**src/rtl/bo_datapath_if.sv**
```systemverilog
// Control word, operands and result of the bo_datapath operative block.
// The master side is the sequencing FSM (or bench); the slave side is the datapath.
interface bo_datapath_if #(
    parameter int WIDTH = 8
);
    logic [WIDTH-1:0] x_in;
    logic [WIDTH-1:0] coef_c;
    logic [1:0]       m0;
    logic [1:0]       m1;
    logic [1:0]       m2;
    logic             lx;
    logic             ls;
    logic             lh;
    logic             h;
    logic [WIDTH-1:0] s_out;
    logic             done;
    logic             ovf;

    modport master (
        output x_in, coef_c, m0, m1, m2, lx, ls, lh, h,
        input  s_out, done, ovf
    );

    modport slave (
        input  x_in, coef_c, m0, m1, m2, lx, ls, lh, h,
        output s_out, done, ovf
    );
endinterface

```
**src/rtl/bo_datapath.sv**
```systemverilog
// X/H/S registers around one shared ALU; loads land 1 cycle after the sampling edge, done 1 cycle after a NOP.
// No backpressure: a control word is consumed every cycle. Sticky overflow flag only with BO_OVF_EN defined.
module bo_datapath #(
    parameter int WIDTH = 8
) (
    input  logic         clk,
    input  logic         rst,
    bo_datapath_if.slave bo
);

    logic [WIDTH-1:0] x_q, x_d;
    logic [WIDTH-1:0] h_q, h_d;
    logic [WIDTH-1:0] s_q, s_d;
    logic             busy_q, busy_d;
    logic             done_q, done_d;

    logic [WIDTH-1:0] opa, opb, alu_res;
    logic [WIDTH-1:0] prod_lo;
    logic             nop, any_ld;

    always_comb begin
        opa = '0;
        case (bo.m0)
            2'b01:   opa = x_q;
            2'b10:   opa = s_q;
            2'b11:   opa = h_q;
            default: opa = '0;
        endcase
    end

    always_comb begin
        opb = '0;
        case (bo.m1)
            2'b00:   opb = h_q;
            2'b01:   opb = x_q;
            2'b10:   opb = bo.coef_c;
            default: opb = s_q;
        endcase
    end

`ifdef BO_OVF_EN
    logic [WIDTH-1:0] prod_hi;
    assign {prod_hi, prod_lo} = {{WIDTH{1'b0}}, opa} * {{WIDTH{1'b0}}, opb};
`else
    assign prod_lo = opa * opb;
`endif

    always_comb begin
        alu_res = '0;
        case (bo.m2)
            2'b00:   alu_res = opa + opb;
            2'b01:   alu_res = opa - opb;
            2'b10:   alu_res = prod_lo;
            default: alu_res = opa;
        endcase
    end

    assign nop    = (bo.m0 == 2'b00) && (bo.m1 == 2'b00) && (bo.m2 == 2'b00)
                    && !bo.lx && !bo.ls && !bo.lh;
    assign any_ld = bo.ls | bo.lh;

    // All loads see pre-edge register values; lx clears busy even when ls/lh are also set.
    always_comb begin
        x_d    = bo.lx ? bo.x_in : x_q;
        h_d    = bo.lh ? alu_res : h_q;
        s_d    = s_q;
        if (bo.ls) begin
            s_d = bo.h ? alu_res : (alu_res >> 1);
        end
        busy_d = busy_q;
        if (bo.lx || nop) begin
            busy_d = 1'b0;
        end else if (any_ld) begin
            busy_d = 1'b1;
        end
        done_d = nop && busy_q;
    end

    always_ff @(posedge clk or posedge rst) begin
        if (rst) begin
            x_q    <= '0;
            h_q    <= '0;
            s_q    <= '0;
            busy_q <= 1'b0;
            done_q <= 1'b0;
        end else begin
            x_q    <= x_d;
            h_q    <= h_d;
            s_q    <= s_d;
            busy_q <= busy_d;
            done_q <= done_d;
        end
    end

    assign bo.s_out = s_q;
    assign bo.done  = done_q;

`ifdef BO_OVF_EN
    logic ovf_q, ovf_d, alu_ovf;

    always_comb begin
        alu_ovf = 1'b0;
        case (bo.m2)
            2'b00:   alu_ovf = (alu_res < opa);
            2'b01:   alu_ovf = (opa < opb);
            2'b10:   alu_ovf = |prod_hi;
            default: alu_ovf = 1'b0;
        endcase
        ovf_d = ovf_q;
        if (bo.lx) begin
            ovf_d = 1'b0;
        end else if (any_ld && alu_ovf) begin
            ovf_d = 1'b1;
        end
    end

    always_ff @(posedge clk or posedge rst) begin
        if (rst) begin
            ovf_q <= 1'b0;
        end else begin
            ovf_q <= ovf_d;
        end
    end

    assign bo.ovf = ovf_q;
`else
    assign bo.ovf = 1'b0;
`endif

endmodule

```
**src/flat_wrapper.sv**
```systemverilog
// flat-port wrapper written by rule: the top's interface ports become plain ports
module bo_datapath_flat 
#(
    parameter int WIDTH = 8
)
  (clk, rst, bo_x_in, bo_coef_c, bo_m0, bo_m1, bo_m2, bo_lx, bo_ls, bo_lh, bo_h, bo_s_out, bo_done, bo_ovf);
  bo_datapath_if #(.WIDTH(WIDTH)) bo_i ();
  input  logic clk;
  input  logic rst;
  input wire logic [$bits(bo_i.x_in)-1:0] bo_x_in;
  input wire logic [$bits(bo_i.coef_c)-1:0] bo_coef_c;
  input wire logic [$bits(bo_i.m0)-1:0] bo_m0;
  input wire logic [$bits(bo_i.m1)-1:0] bo_m1;
  input wire logic [$bits(bo_i.m2)-1:0] bo_m2;
  input wire logic [$bits(bo_i.lx)-1:0] bo_lx;
  input wire logic [$bits(bo_i.ls)-1:0] bo_ls;
  input wire logic [$bits(bo_i.lh)-1:0] bo_lh;
  input wire logic [$bits(bo_i.h)-1:0] bo_h;
  output wire logic [$bits(bo_i.s_out)-1:0] bo_s_out;
  output wire logic [$bits(bo_i.done)-1:0] bo_done;
  output wire logic [$bits(bo_i.ovf)-1:0] bo_ovf;
  assign bo_i.x_in = bo_x_in;
  assign bo_i.coef_c = bo_coef_c;
  assign bo_i.m0 = bo_m0;
  assign bo_i.m1 = bo_m1;
  assign bo_i.m2 = bo_m2;
  assign bo_i.lx = bo_lx;
  assign bo_i.ls = bo_ls;
  assign bo_i.lh = bo_lh;
  assign bo_i.h = bo_h;
  assign bo_s_out = bo_i.s_out;
  assign bo_done = bo_i.done;
  assign bo_ovf = bo_i.ovf;
  bo_datapath #(.WIDTH(WIDTH)) u_core (.clk(clk), .rst(rst), .bo(bo_i));
endmodule
```
**config.mk**
```make
export PLATFORM = sky130hd
export DESIGN_NAME = bo_datapath_flat
export DESIGN_NICKNAME = d
export VERILOG_FILES = /design/src/rtl/bo_datapath_if.sv /design/src/rtl/bo_datapath.sv /design/src/flat_wrapper.sv
export SDC_FILE = /design/constraint.sdc
export NUM_CORES = 1
export LEC_CHECK = 0
export ABC_AREA = 0
export CORE_MARGIN = 2
export CORE_UTILIZATION = 50
export CTS_CLUSTER_DIAMETER = 150
export DETAILED_ROUTE_END_ITERATION = 8
export DONT_BUFFER_PORTS = 1
export GPL_TIMING_DRIVEN = 0
export MAX_ROUTING_LAYER = met4
export SLEW_MARGIN = 20
export SYNTH_ARGS = -nofsm -noshare
export SYNTH_HDL_FRONTEND = slang
export SYNTH_SLANG_ARGS = --single-unit
```
**constraint.sdc**
```tcl
create_clock -name clk -period 7.09 [get_ports clk]
set_clock_uncertainty 0.1 [all_clocks]
set_input_delay 0.709 -clock clk [delete_from_list [all_inputs] [get_ports clk]]
set_output_delay 0.709 -clock clk [all_outputs]
set_load 0.01 [all_outputs]
```
; ---- After elaboration in Yosys (flattened, before gate mapping)
; Index checks and enable logic that the tools add are counted.
[totals]
inputBits = 28
reg_bits = 26
out_inout_bits = 10
word_cells = 36
[classes]
bitwise = 1
n_mux = 6
mul = 1
n_eq_ne = 7
n_reduce_logical = 14
n_addsub = 2
[ops]
columns = cell, count
row1 = 8-bit case mux with 3 select lines, 3
row2 = 8-bit adder, 1
row3 = "2-bit equality test, second input constant", 4
row4 = 8-bit by 8-bit multiplier with 8-bit output, 1
row5 = 8-bit 2-to-1 mux, 1
row6 = 8-bit subtractor, 1
row7 = "2-bit by 1-bit equality test with 1-bit output, second input constant", 3
row8 = 1-bit logical AND, 6
row9 = 2-bit zero test, 3
row10 = 1-bit zero test, 3
row11 = 1-bit 2-to-1 mux, 2
row12 = 2-bit nonzero test, 1
row13 = 1-bit logical OR, 1
row14 = 1-bit OR, 1

; ---- Longest topological paths before layout
; Gate-level depths: netlist of run 1.
[depth]
ltp_word = 8
ltp_mapped = 21
depth_no_buf = 19

; ---- Worst setup path after synthesis of run 1
; No wires, ideal clock.
[synth_timing]
path_kind = in2reg
startpoint = input bo_m1[0]
endpoint = register u_core.s_q[6], in the netlist u_core.bo.s_out[6]
setup_slack_ns = 1.855
cell_stages = 16
required_ns = 6.861
arrival_ns = 5.005
path_buffers = 1
setup_ns = 0.129
cell_sequence = mux4_1 clkbuf_1 and2_1 ha_1 fa_1 ha_1 inv_1 fa_1 inv_1 fa_1 a21o_1 a21oi_1 xor2_1 xnor3_1 mux2i_1 o41a_1
[synth_between]
elab_chain_cells = 5
word_cells_on_any_way = 9
cone_classes = add/sub (2) / mul (1) / eq/ne (2) / mux (3) / reduce/logical (1)
[synth_rtl]
columns = item, line
row1 = start: declaration, flat_wrapper.sv:13  ; input wire logic [$bits(bo_i.m1)-1:0] bo_m1;
row2 = "2-bit equality test, or another cell as far along", bo_datapath.sv:33  ; case (bo.m1)
row3 = 8-bit case mux with 3 select lines (*), bo_datapath.sv:33
row4 = "8-bit by 8-bit multiplier with 8-bit output, or another cell as far along", bo_datapath.sv:45  ; assign prod_lo = opa * opb;
row5 = 8-bit case mux with 3 select lines (*), bo_datapath.sv:50  ; case (bo.m2)
row6 = 8-bit 2-to-1 mux (*), bo_datapath.sv:68  ; s_d = bo.h ? alu_res : (alu_res >> 1);
row7 = end signal: assignment, bo_datapath.sv:83  ; s_q <= '0;
row8 = end signal: assignment, bo_datapath.sv:89  ; s_q <= s_d;
row9 = end: declaration, bo_datapath.sv:13  ; logic [WIDTH-1:0] s_q, s_d;
; Mark *: on every way between the ends. The rest lies on a longest branch, timed or not.
; A chain may end at the register's enable or synchronous reset.

; ---- Final worst setup path of run 1
[layout_timing]
startpoint = input bo_m0[1]
endpoint = register u_core.s_q[7], in the netlist u_core.bo.s_out[7]
[layout_between]
elab_chain_cells = 5
word_cells_on_any_way = 9
cone_classes = add/sub (2) / mul (1) / eq/ne (3) / mux (3)
[layout_rtl]
columns = item, line
row1 = start: declaration, flat_wrapper.sv:12  ; input wire logic [$bits(bo_i.m0)-1:0] bo_m0;
row2 = 2-bit equality test / 2-bit by 1-bit equality test with 1-bit output (equally long branches), bo_datapath.sv:23  ; case (bo.m0)
row3 = 8-bit case mux with 3 select lines (*), bo_datapath.sv:23
row4 = "8-bit by 8-bit multiplier with 8-bit output, or another cell as far along", bo_datapath.sv:45
row5 = 8-bit case mux with 3 select lines (*), bo_datapath.sv:50
row6 = 8-bit 2-to-1 mux (*), bo_datapath.sv:68
; Marks and branches as above.

==> results.sh, run 1 <==
export IMPL_status="complete, no violations"
export IMPL_drv_slew=0
export IMPL_yosysWarningCount=0
export IMPL_ios=38
export IMPL_initial_core_util_pct=51.0
export IMPL_cp_arrival_ns=5.75
export IMPL_fp_coreArea_sq_um=5850
export IMPL_vias=2285
export IMPL_dpl_hpwl_um=5860
export IMPL_maxCapViolations=0
export IMPL_clock_sinks=26
export IMPL_register_area_sq_um=651
export IMPL_power_density_nw_per_um2=410
export IMPL_cp_end_kind="flop"
export IMPL_cts_tree="yes"
export IMPL_relSlewSlack_pct=37.6
export IMPL_remaining_drc_errors=0
export IMPL_die_h_um=81.3
export IMPL_fin_crit_sh_pct=79.7
export IMPL_postCtsSetupBuffers=0
export IMPL_critPathLaunchType="input port"
export IMPL_ys_ff_latch=26
export IMPL_syn2layout_area_growth_pct=4.99
export IMPL_async_flop_share_pct=100
export IMPL_instances_no_fill=401
export IMPL_nNetsFinal=393
export IMPL_viasPerCell=5.70
export IMPL_fmax_ghz=0.177
export IMPL_fin_total_pwr_w=0.00129
export IMPL_synth_enable_flop_cells=0
export IMPL_port_buffers=0
export IMPL_final_cell_mix="35 x inv_1, 32 x nor2_1, 26 x dfrtp_1"
export IMPL_fp_dieW_um=81.3
export IMPL_tightestPinTransition_ns=0.930
export IMPL_grt_pass1_vias=2346
export IMPL_cts_clk_slew_worst_paths_ns=0.08
export IMPL_critPathMaxFanout=10
export IMPL_drt_total_wl_um=7050
export IMPL_timing_critical_path_cells="buf_2 > nor2b_1 > buf_4 > a22oi_1 > inv_1 > nand2_1 > fa_1 > inv_1 > ha_1 > fa_1 > inv_1 > fa_1 > inv_1 > ha_1 > a21oi_1 > xor2_1 > xnor3_1 > mux2i_1 > and4b_1 > o2bb2ai_1"
export IMPL_drive_gt1_share_pct=12.3
export IMPL_overflow=0
export IMPL_ys_flop_type="dfrtp_1"
export IMPL_drt_wirelength_per_cell_um=17.6
export IMPL_crit_top_cell="inv_1"
export IMPL_syn_avg_cell_area_sq_um=9.27
export IMPL_fillerInstances=538
export IMPL_irDropWorstVdd_mv=0.276
export IMPL_yosysUniqueCellTypes=49
export IMPL_hp_class="in -> async"
export IMPL_setup_tns_final_ns=0
export IMPL_cts_buffers=3
export IMPL_row_count=28
export IMPL_setup_viol=0
export IMPL_netlist_area_sq_um=2990
export IMPL_grt_pass1_wl_um=11500
export IMPL_grt_max_degree=27
export IMPL_syn_inst=322
export IMPL_final_common_cell="inv_1"
export IMPL_drt_first_pass_iters=4
export IMPL_cp_required_ns=7.18
export IMPL_ctsHoldBuffers=0
export IMPL_grt_util_all_layers_pct=23.5
export IMPL_fin_crit_ns=5.65
export IMPL_drt_iter0_markers=72
export IMPL_syn_num_nets=388
export IMPL_p_leak_nw=1.45
export IMPL_rsz0062_at_grt="no"
export IMPL_ys_seq_area_share_pct=21.8
export IMPL_cts_root_buf="clkbuf_8"
export IMPL_finalHoldViolations=0
export IMPL_antenna_found_initial=0
export IMPL_clockBufferDepth=2
export IMPL_crit_path_top_delay_cell="a22oi_1"
export IMPL_gp_congestion=0.896
export IMPL_slowest_delay_ns=0.55
export IMPL_crit_type="in -> reg"
export IMPL_cts_resized=0
export IMPL_dieArea_sq_um=6600
export IMPL_post_place_cells=397
export IMPL_antenna_cells=0
export IMPL_multiInputGateArea_sq_um=2090
export IMPL_insertion_delay_ns=0.26
export IMPL_cts_htree_levels=1
export IMPL_ant_nets=0
[cell families (layout without fill, tap and decap cells)]
kind of cell	Yosys count	after routing	share of synthesized area, %
flip-flops	26	26	21.8
AO/OA/AOI/OAI	59	59	13.5
multiplexers	43	43	18.8
XOR/XNOR	22	22	6.92
adder cells (fa/ha/maj)	38	38	19.2
AND/OR/NAND/NOR	77	77	11.5
buffers and inverters	56	60	8.17
other	1	1	0.126
[path summary, 6_finish.rpt]
check	from	to	slack [ns]	cells after the start
setup / recovery	bo_m0[1]	u_core.bo.s_out[7]	1.44	20
hold / removal	rst	u_core.bo.s_out[5]	0.31	1
setup reg to reg	u_core.bo.s_out[2]	u_core.bo.s_out[7]	1.62	17
hold reg to reg	u_core.busy_q	u_core.bo.done	0.39	1
max in group asynchronous	rst	u_core.h_q[3]	6.14	1
min in group clk	u_core.busy_q	u_core.bo.done	0.39	1
[critical path: cells and delay by family]
| kind | cells | cell delay (ns) |
|---|---|---|
| mux | 1 | 0.26 |
| simple gates | 3 | 0.50 |
| compound gates | 3 | 0.86 |
| buf+inv | 6 | 0.77 |
| xor+xnor | 2 | 0.63 |
| fa+ha+maj | 5 | 2.00 |
[report_power, final]
group / total (W) / internal [W] / leakage (nW) / switching [W]
combinational: 0.000939 / 0.000426 / 1.12 / 0.000513
sequential: 0.000255 / 0.000196 / 0.308 / 0.0000585
clock: 0.0000918 / 0.0000495 / 0.0288 / 0.0000423
total: 0.00129 / 0.000672 / 1.45 / 0.000614
[Yosys cell counts, drive strengths merged (3+ instances only)]
cell type,count,area [sq um]
mux2,22,248
nor2,32,120
a211oi,7,52.6
dfrtp,26,651
ha,25,313
buf,8,61.3
a31oi,3,18.8
nor2b,3,18.8
fa,13,260
mux4,6,150
xor2,5,43.8
and2,5,31.3
a21oi,21,105
mux2i,15,163
nor4,3,18.8
clkbuf,8,30.0
nand2,22,82.6
a21o,3,22.5
o21ai,5,25.0
a22oi,6,60.1
inv,39,149
xnor2,16,140
nor3,6,30.0
[registers in the layout (all words and copies together), names as in the netlist]
register / count
u_core.bo.done: 1
u_core.bo.s_out: 8
u_core.busy_q: 1
u_core.h_q: 8
u_core.x_q: 8
[area by class of cell]
type	instances	area share [%]
Sequential cell	26	20.8
Multi-Input combinational cell	240	66.7
Buffer	16	2.91
Clock buffer	4	1.76
Inverter	40	4.87
Tap cell	75	2.99
[layer usage]
metal  global-route usage [%]  share of wire (%)  vias to the layer above
met5                        -                  0                        -
met4                     6.27               0.68                        0
met3                     1.56                3.6                        4
met2                     41.9                 51                       43
met1                     28.7                 45                     1122
li1                         -                  -                     1116
[through the flow]
| stage | instance area (sq um) | util (%) | hold WS, ns | setup slack (ns) |
|---|---|---|---|---|
| floorplan | 2990 | - | 0.355 | 1.86 |
| global placement | 3080 | 52.6 | 0.373 | 1.26 |
| detailed placement | 3080 | 52.6 | 0.367 | 1.18 |
| CTS | 3130 | 53.6 | 0.399 | 1.45 |
| global route | 3130 | 53.6 | 0.374 | 1.18 |
| finish | 3130 | 53.6 | 0.315 | 1.44 |
No activity file was read; power rests on OpenSTA's default activity.
==> run 2, diff against run 1 <==
Settings changed: ABC_AREA 0 to 1.
Clock period 7.09 ns to 5.72 ns, I/O delays scaled along.
==> run 2 against run 1 <==
Synthesized cell count grew 48%. Core utilization grew 0.41 points. Setup slack lost 0.85 ns. Highest routed layer unchanged.
==> results.sh, run 2 <==
export IMPL_yosysWarningCount=0
export IMPL_vias=3077
export IMPL_port_buffers=0
export IMPL_ys_flop_type="dfrtp_1"
export IMPL_cts_buffers=3
export IMPL_antenna_cells=0
export IMPL_drt_iter0_markers=152
export IMPL_viasPerCell=5.52
export IMPL_power_density_nw_per_um2=331
export IMPL_setup_tns_final_ns=0
export IMPL_gp_congestion=0.950
export IMPL_ctsHoldBuffers=0
export IMPL_fillerInstances=673
export IMPL_drt_wirelength_per_cell_um=16.6
export IMPL_drv_slew=0
export IMPL_grt_pass1_vias=3104
export IMPL_cts_htree_levels=1
export IMPL_drt_total_wl_um=9250
export IMPL_grt_pass1_wl_um=15600
export IMPL_yosysUniqueCellTypes=42
export IMPL_die_h_um=85.4
export IMPL_irDropWorstVdd_mv=0.182
export IMPL_antenna_found_initial=0
export IMPL_dieArea_sq_um=7290
export IMPL_cts_clk_slew_worst_paths_ns=0.09
export IMPL_synth_enable_flop_cells=0
export IMPL_netlist_area_leader_share_pct=19.7
export IMPL_drive_gt1_share_pct=11.7
export IMPL_netlist_area_sq_um=3310
export IMPL_fmax_ghz=0.195
export IMPL_maxCapViolations=0
export IMPL_final_common_cell="nand2_1"
export IMPL_grt_max_degree=27
export IMPL_cp_end_kind="flop"
export IMPL_place_ws_ns=0.270
export IMPL_insertion_delay_ns=0.27
export IMPL_final_core_utilization_pct=54.0
export IMPL_syn_num_nets=543
export IMPL_crit_type="in -> reg"
export IMPL_setup_viol=0
export IMPL_hp_class="in -> async"
export IMPL_reg2reg_slack_ns=0.67
export IMPL_ios=38
export IMPL_syn_avg_cell_area_sq_um=6.94
export IMPL_dpl_hpwl_um=7830
export IMPL_final_cell_mix="138 x nand2_1, 69 x inv_1, 46 x nand3_1"
export IMPL_postCtsSetupBuffers=0
export IMPL_p_leak_nw=1.93
export IMPL_cts_root_buf="clkbuf_8"
export IMPL_rsz0062_at_grt="no"
export IMPL_ant_nets=0
export IMPL_setup_ws_ns=0.588
export IMPL_synth_common_cells="138 x nand2_1, 70 x inv_1, 46 x nand3_1, 27 x nor2_1, 26 x dfrtp_1"
export IMPL_rr_worst_depth=23
export IMPL_clock_sinks=26
export IMPL_clockBufferDepth=2
export IMPL_async_flop_share_pct=100
export IMPL_fin_crit_sh_pct=89.7
export IMPL_initial_core_util_pct=51.8
export IMPL_cts_tree="yes"
export IMPL_synth_most_common_cell="nand2_1"
export IMPL_status="complete, no violations"
export IMPL_relSlewSlack_pct=37.3
export IMPL_fp_dieW_um=85.4
export IMPL_overflow=0
export IMPL_drt_first_pass_iters=4
export IMPL_r2r_start="u_core.bo.s_out[4]"
export IMPL_critPathMaxFanout=10
export IMPL_fin_crit_ns=5.13
export IMPL_row_count=29
export IMPL_fp_coreArea_sq_um=6390
export IMPL_synthTopCellsByArea="dfrtp_1 20%, nand2_1 16%, ha_1 9.5%"
export IMPL_finalHoldViolations=0
export IMPL_grt_util_all_layers_pct=28.4
export IMPL_ys_ff_latch=26
export IMPL_nNetsFinal=548
export IMPL_holdWs_ns=0.172
export IMPL_synth_largest_area_cell="dfrtp_1"
export IMPL_syn_inst=477
export IMPL_cp_arrival_ns=5.25
export IMPL_syn2layout_area_growth_pct=4.16
export IMPL_cp_required_ns=5.83
export IMPL_tightestPinTransition_ns=0.941
export IMPL_ys_seq_area_share_pct=19.7
export IMPL_reg2reg_to="u_core.bo.s_out[6]"
export IMPL_critPathLaunchType="input port"
export IMPL_cts_resized=0
export IMPL_remaining_drc_errors=0
-- run 2: logic make-up after synthesis --
| group | after synthesis | synth area share (%) |
|---|---|---|
| XOR/XNOR | 10 | 3.48 |
| other | 1 | 0.113 |
| AND/OR/NAND/NOR | 268 | 39.7 |
| flip-flops | 26 | 19.7 |
| adder cells (fa/ha/maj) | 38 | 17.3 |
| AO/OA/AOI/OAI | 48 | 8.77 |
| buffers and inverters | 86 | 11.0 |
-- run 2: worst max path at each step --
stage	start	slack, ns	cells after the start	endpoint
2_1_floorplan	bo_m1[0]	0.82	25	u_core.bo.s_out[6]
3_3_place_gp	bo_m1[1]	0.10	19	u_core.bo.s_out[6]
3_5_place_dp	bo_m1[1]	0.27	25	u_core.h_q[7]
4_1_cts	bo_m1[1]	0.55	25	u_core.bo.s_out[6]
5_1_grt	bo_m1[1]	0.31	25	u_core.h_q[7]
6_report	bo_m1[1]	0.59	25	u_core.bo.s_out[6]
-- run 2: routing by layer --
layer  GRT usage, %  wire length [um]  vias up  share of wire [%]
met4           8.95               276        0                3.0
met5              -                 0        -                  0
met3           3.60               525       19                5.7
met1           35.0              3930     1428                 42
met2           48.4              4520       92                 49
li1               -                 -     1538                  -
-- run 2: critical path, cell delays in order --
cell     delay [ns]
buf_6          0.12
nor2_8         0.18
nand2_1        0.07
nand3_1        0.10
nand2_1        0.14
inv_1          0.17
nand2_1        0.11
fa_1           0.47
fa_1           0.55
inv_1          0.05
fa_1           0.48
inv_1          0.07
fa_1           0.55
inv_1          0.05
ha_1           0.33
a21oi_1        0.13
nand2_1        0.11
xnor3_1        0.37
nor2_1         0.14
nor2_2         0.06
nand2_2        0.05
nand3_2        0.08
nand3_2        0.18
nand2_1        0.07
nand2_1        0.06
-- run 2: final cells by class --
| cell class | count | area [sq um] | share of cell area, % |
|---|---|---|---|
| Multi-Input combinational cell | 365 | 2290 | 66.6 |
| Sequential cell | 26 | 651 | 18.9 |
| Inverter | 78 | 293 | 8.49 |
| Tap cell | 77 | 96.3 | 2.79 |
| Buffer | 8 | 71.3 | 2.07 |
| Clock buffer | 3 | 41.3 | 1.20 |
-- run 2: metrics by stage --
| step | instance area, sq um | power [W] | cells |
|---|---|---|---|
| 6_report | 3450 | 0.00114 | 557 |
| 5_1_grt | 3450 | 0.00126 | 557 |
| 4_1_cts | 3450 | 0.00114 | 557 |
| 3_5_place_dp | 3410 | 0.00104 | 554 |
| 3_3_place_gp | 3410 | 0.00102 | 554 |
| 2_1_floorplan | 3310 | 0.000828 | 477 |
-- run 2: power breakdown --
group	total, W	internal, W	switching, W
clock	0.000104	0.0000473	0.0000571
combinational	0.000727	0.000257	0.000470
sequential	0.000310	0.000235	0.0000754
==> run 3, diff against run 2 <==
Settings changed: ABC_AREA 1 to 0.
==> run 3 against run 2 <==
Flip-flop and latch count did not move. Sequential share of layout area rose by 1.9 points. Clock power rose by 9.6%. Non-clock buffer count rose by 8. Critical path type is now reg -> reg. Critical endpoint is now u_core.bo.s_out[7]. Largest power group unchanged. Highest routed layer unchanged.
==> results.sh, run 3 (same netlist as run 1, synthesis figures left out) <==
export IMPL_cts_root_buf="clkbuf_8"
export IMPL_vias=2273
export IMPL_die_h_um=81.3
export IMPL_grt_pass1_wl_um=11500
export IMPL_final_common_cell="inv_1"
export IMPL_drt_wirelength_per_cell_um=17.6
export IMPL_irDropWorstVdd_mv=0.343
export IMPL_dpl_hpwl_um=5860
export IMPL_fin_crit_sh_pct=95.4
export IMPL_insertion_delay_ns=0.26
export IMPL_grt_util_all_layers_pct=23.5
export IMPL_nNetsFinal=393
export IMPL_fp_coreArea_sq_um=5850
export IMPL_timing_critical_path_cells="mux4_1 > clkbuf_1 > and2_1 > ha_1 > fa_1 > ha_1 > inv_1 > fa_1 > inv_1 > fa_1 > a21o_1 > a21oi_1 > xor2_1 > xnor3_1 > mux2i_1 > and4b_1 > o2bb2ai_1"
export IMPL_crit_top_cell="fa_1"
export IMPL_clockBufferDepth=2
export IMPL_row_count=28
export IMPL_place_ws_ns=-0.0540
export IMPL_drt_iter0_markers=69
export IMPL_finalHoldViolations=0
export IMPL_cts_tree="yes"
export IMPL_dieArea_sq_um=6600
export IMPL_drt_total_wl_um=7070
export IMPL_fp_dieW_um=81.3
export IMPL_ios=38
export IMPL_remaining_drc_errors=0
export IMPL_rsz0062_at_grt="no"
export IMPL_cp_arrival_ns=5.55
export IMPL_fin_crit_ns=5.46
export IMPL_status="complete, no violations"
export IMPL_antenna_cells=0
export IMPL_placed_cell_area_sq_um=3080
export IMPL_multiInputGateArea_sq_um=2100
export IMPL_final_area_sq_um=3140
export IMPL_drt_first_pass_iters=4
export IMPL_setup_tns_final_ns=0
export IMPL_power_density_nw_per_um2=509
export IMPL_gp_congestion=0.896
export IMPL_cts_htree_levels=1
export IMPL_port_buffers=0
export IMPL_critPathLaunchType="flop"
export IMPL_fmax_ghz=0.183
export IMPL_grt_pass1_vias=2346
export IMPL_hp_class="in -> async"
export IMPL_drive_gt1_share_pct=12.6
export IMPL_tightestPinTransition_ns=0.925
export IMPL_initial_core_util_pct=51.0
export IMPL_crit_type="reg -> reg"
export IMPL_viasPerCell=5.67
export IMPL_cts_buffers=3
export IMPL_slowest_delay_ns=0.54
export IMPL_critPathMaxFanout=10
export IMPL_fillerInstances=537
export IMPL_cp_end_kind="flop"
export IMPL_final_cell_mix="35 x inv_1, 32 x nor2_1, 26 x dfrtp_1"
export IMPL_holdWs_ns=0.176
export IMPL_crit_path_top_delay_cell="mux4_1"
export IMPL_register_area_sq_um=651
export IMPL_setup_viol=0
export IMPL_crit_buf_inv=3
export IMPL_clock_sinks=26
export IMPL_cp_required_ns=5.81
export IMPL_p_leak_nw=1.45
export IMPL_cts_clk_slew_worst_paths_ns=0.08
export IMPL_setup_ws_ns=0.263
export IMPL_maxCapViolations=0
export IMPL_overflow=0
export IMPL_antenna_found_initial=0
export IMPL_grt_max_degree=27
export IMPL_drv_slew=0
export IMPL_relSlewSlack_pct=38.0
export IMPL_ant_nets=0
export IMPL_syn2layout_area_growth_pct=5.16
export IMPL_postCtsSetupBuffers=0
export IMPL_crit_family="adder cells"
==> run 3: cell types whose count changed in the layout (fill, tap and decap cells not counted), sizes merged, moves of 8 or more <==
cell,delta
nand3,-59
or2,-8
xnor2,+15
inv,-36
clkbuf,+8
o21ai,-16
nand2,-128
mux2i,+15
a21oi,+10
mux2,+22
==> run 3: layout make-up <==
cell class / instances / area share [%]
plain buffers: 16 / 2.91
clock buffers: 4 / 1.75
multi-input cells: 240 / 66.8
flip-flops and latches: 26 / 20.7
well taps: 75 / 2.99
inverters: 40 / 4.86
==> run 3: worst reg2reg max path, stage by stage, from the launching register on <==
cell	delay, ns
dfrtp_1	0.46
mux4_1	0.54
clkbuf_1	0.28
and2_1	0.25
ha_1	0.21
fa_1	0.48
ha_1	0.29
inv_1	0.05
fa_1	0.53
inv_1	0.07
fa_1	0.46
a21o_1	0.20
a21oi_1	0.17
xor2_1	0.24
xnor3_1	0.39
mux2i_1	0.26
and4b_1	0.26
o2bb2ai_1	0.15
==> run 3: metrics by stage <==
step	power, W	std cells	utilization, %
finish	0.00160	401	53.7
global route	0.00176	401	53.7
CTS	0.00161	401	53.6
detailed placement	0.00149	397	52.6
global placement	0.00147	397	52.6
floorplan	0.00121	322	-
==> run 3: repair_timing <==
item,4_1_cts,5_1_grt
endpoints found under the setup margin,0,2
hold buffers,0,0
gates resized for setup,0,1
==> run 3: layer usage <==
| layer | vias to the layer above | global-route usage [%] | part of all wire, % |
|---|---|---|---|
| li1 | 1118 | - | - |
| met1 | 1114 | 28.7 | 45 |
| met2 | 35 | 41.9 | 51 |
| met3 | 6 | 1.56 | 2.4 |
| met4 | 0 | 6.27 | 0.81 |
| met5 | - | - | 0 |
==> run 3: worst paths after layout <==
check | start | end | slack [ns] | cells after the start
worst max-delay path | u_core.bo.s_out[2] | u_core.bo.s_out[7] | 0.26 | 17
worst min-delay path | rst | u_core.bo.s_out[5] | 0.18 | 1
worst max register to register | u_core.bo.s_out[2] | u_core.bo.s_out[7] | 0.26 | 17
worst min register to register | u_core.busy_q | u_core.bo.done | 0.39 | 1
max in group asynchronous | rst | u_core.h_q[3] | 4.91 | 1
min in group clk | bo_x_in[4] | u_core.x_q[4] | 0.35 | 1
==> run 3: power breakdown <==
group	switching (W)	internal, W	total [W]
Sequential	0.0000723	0.000243	0.000315
Combinational	0.000638	0.000529	0.00117
Clock	0.0000528	0.0000614	0.000114
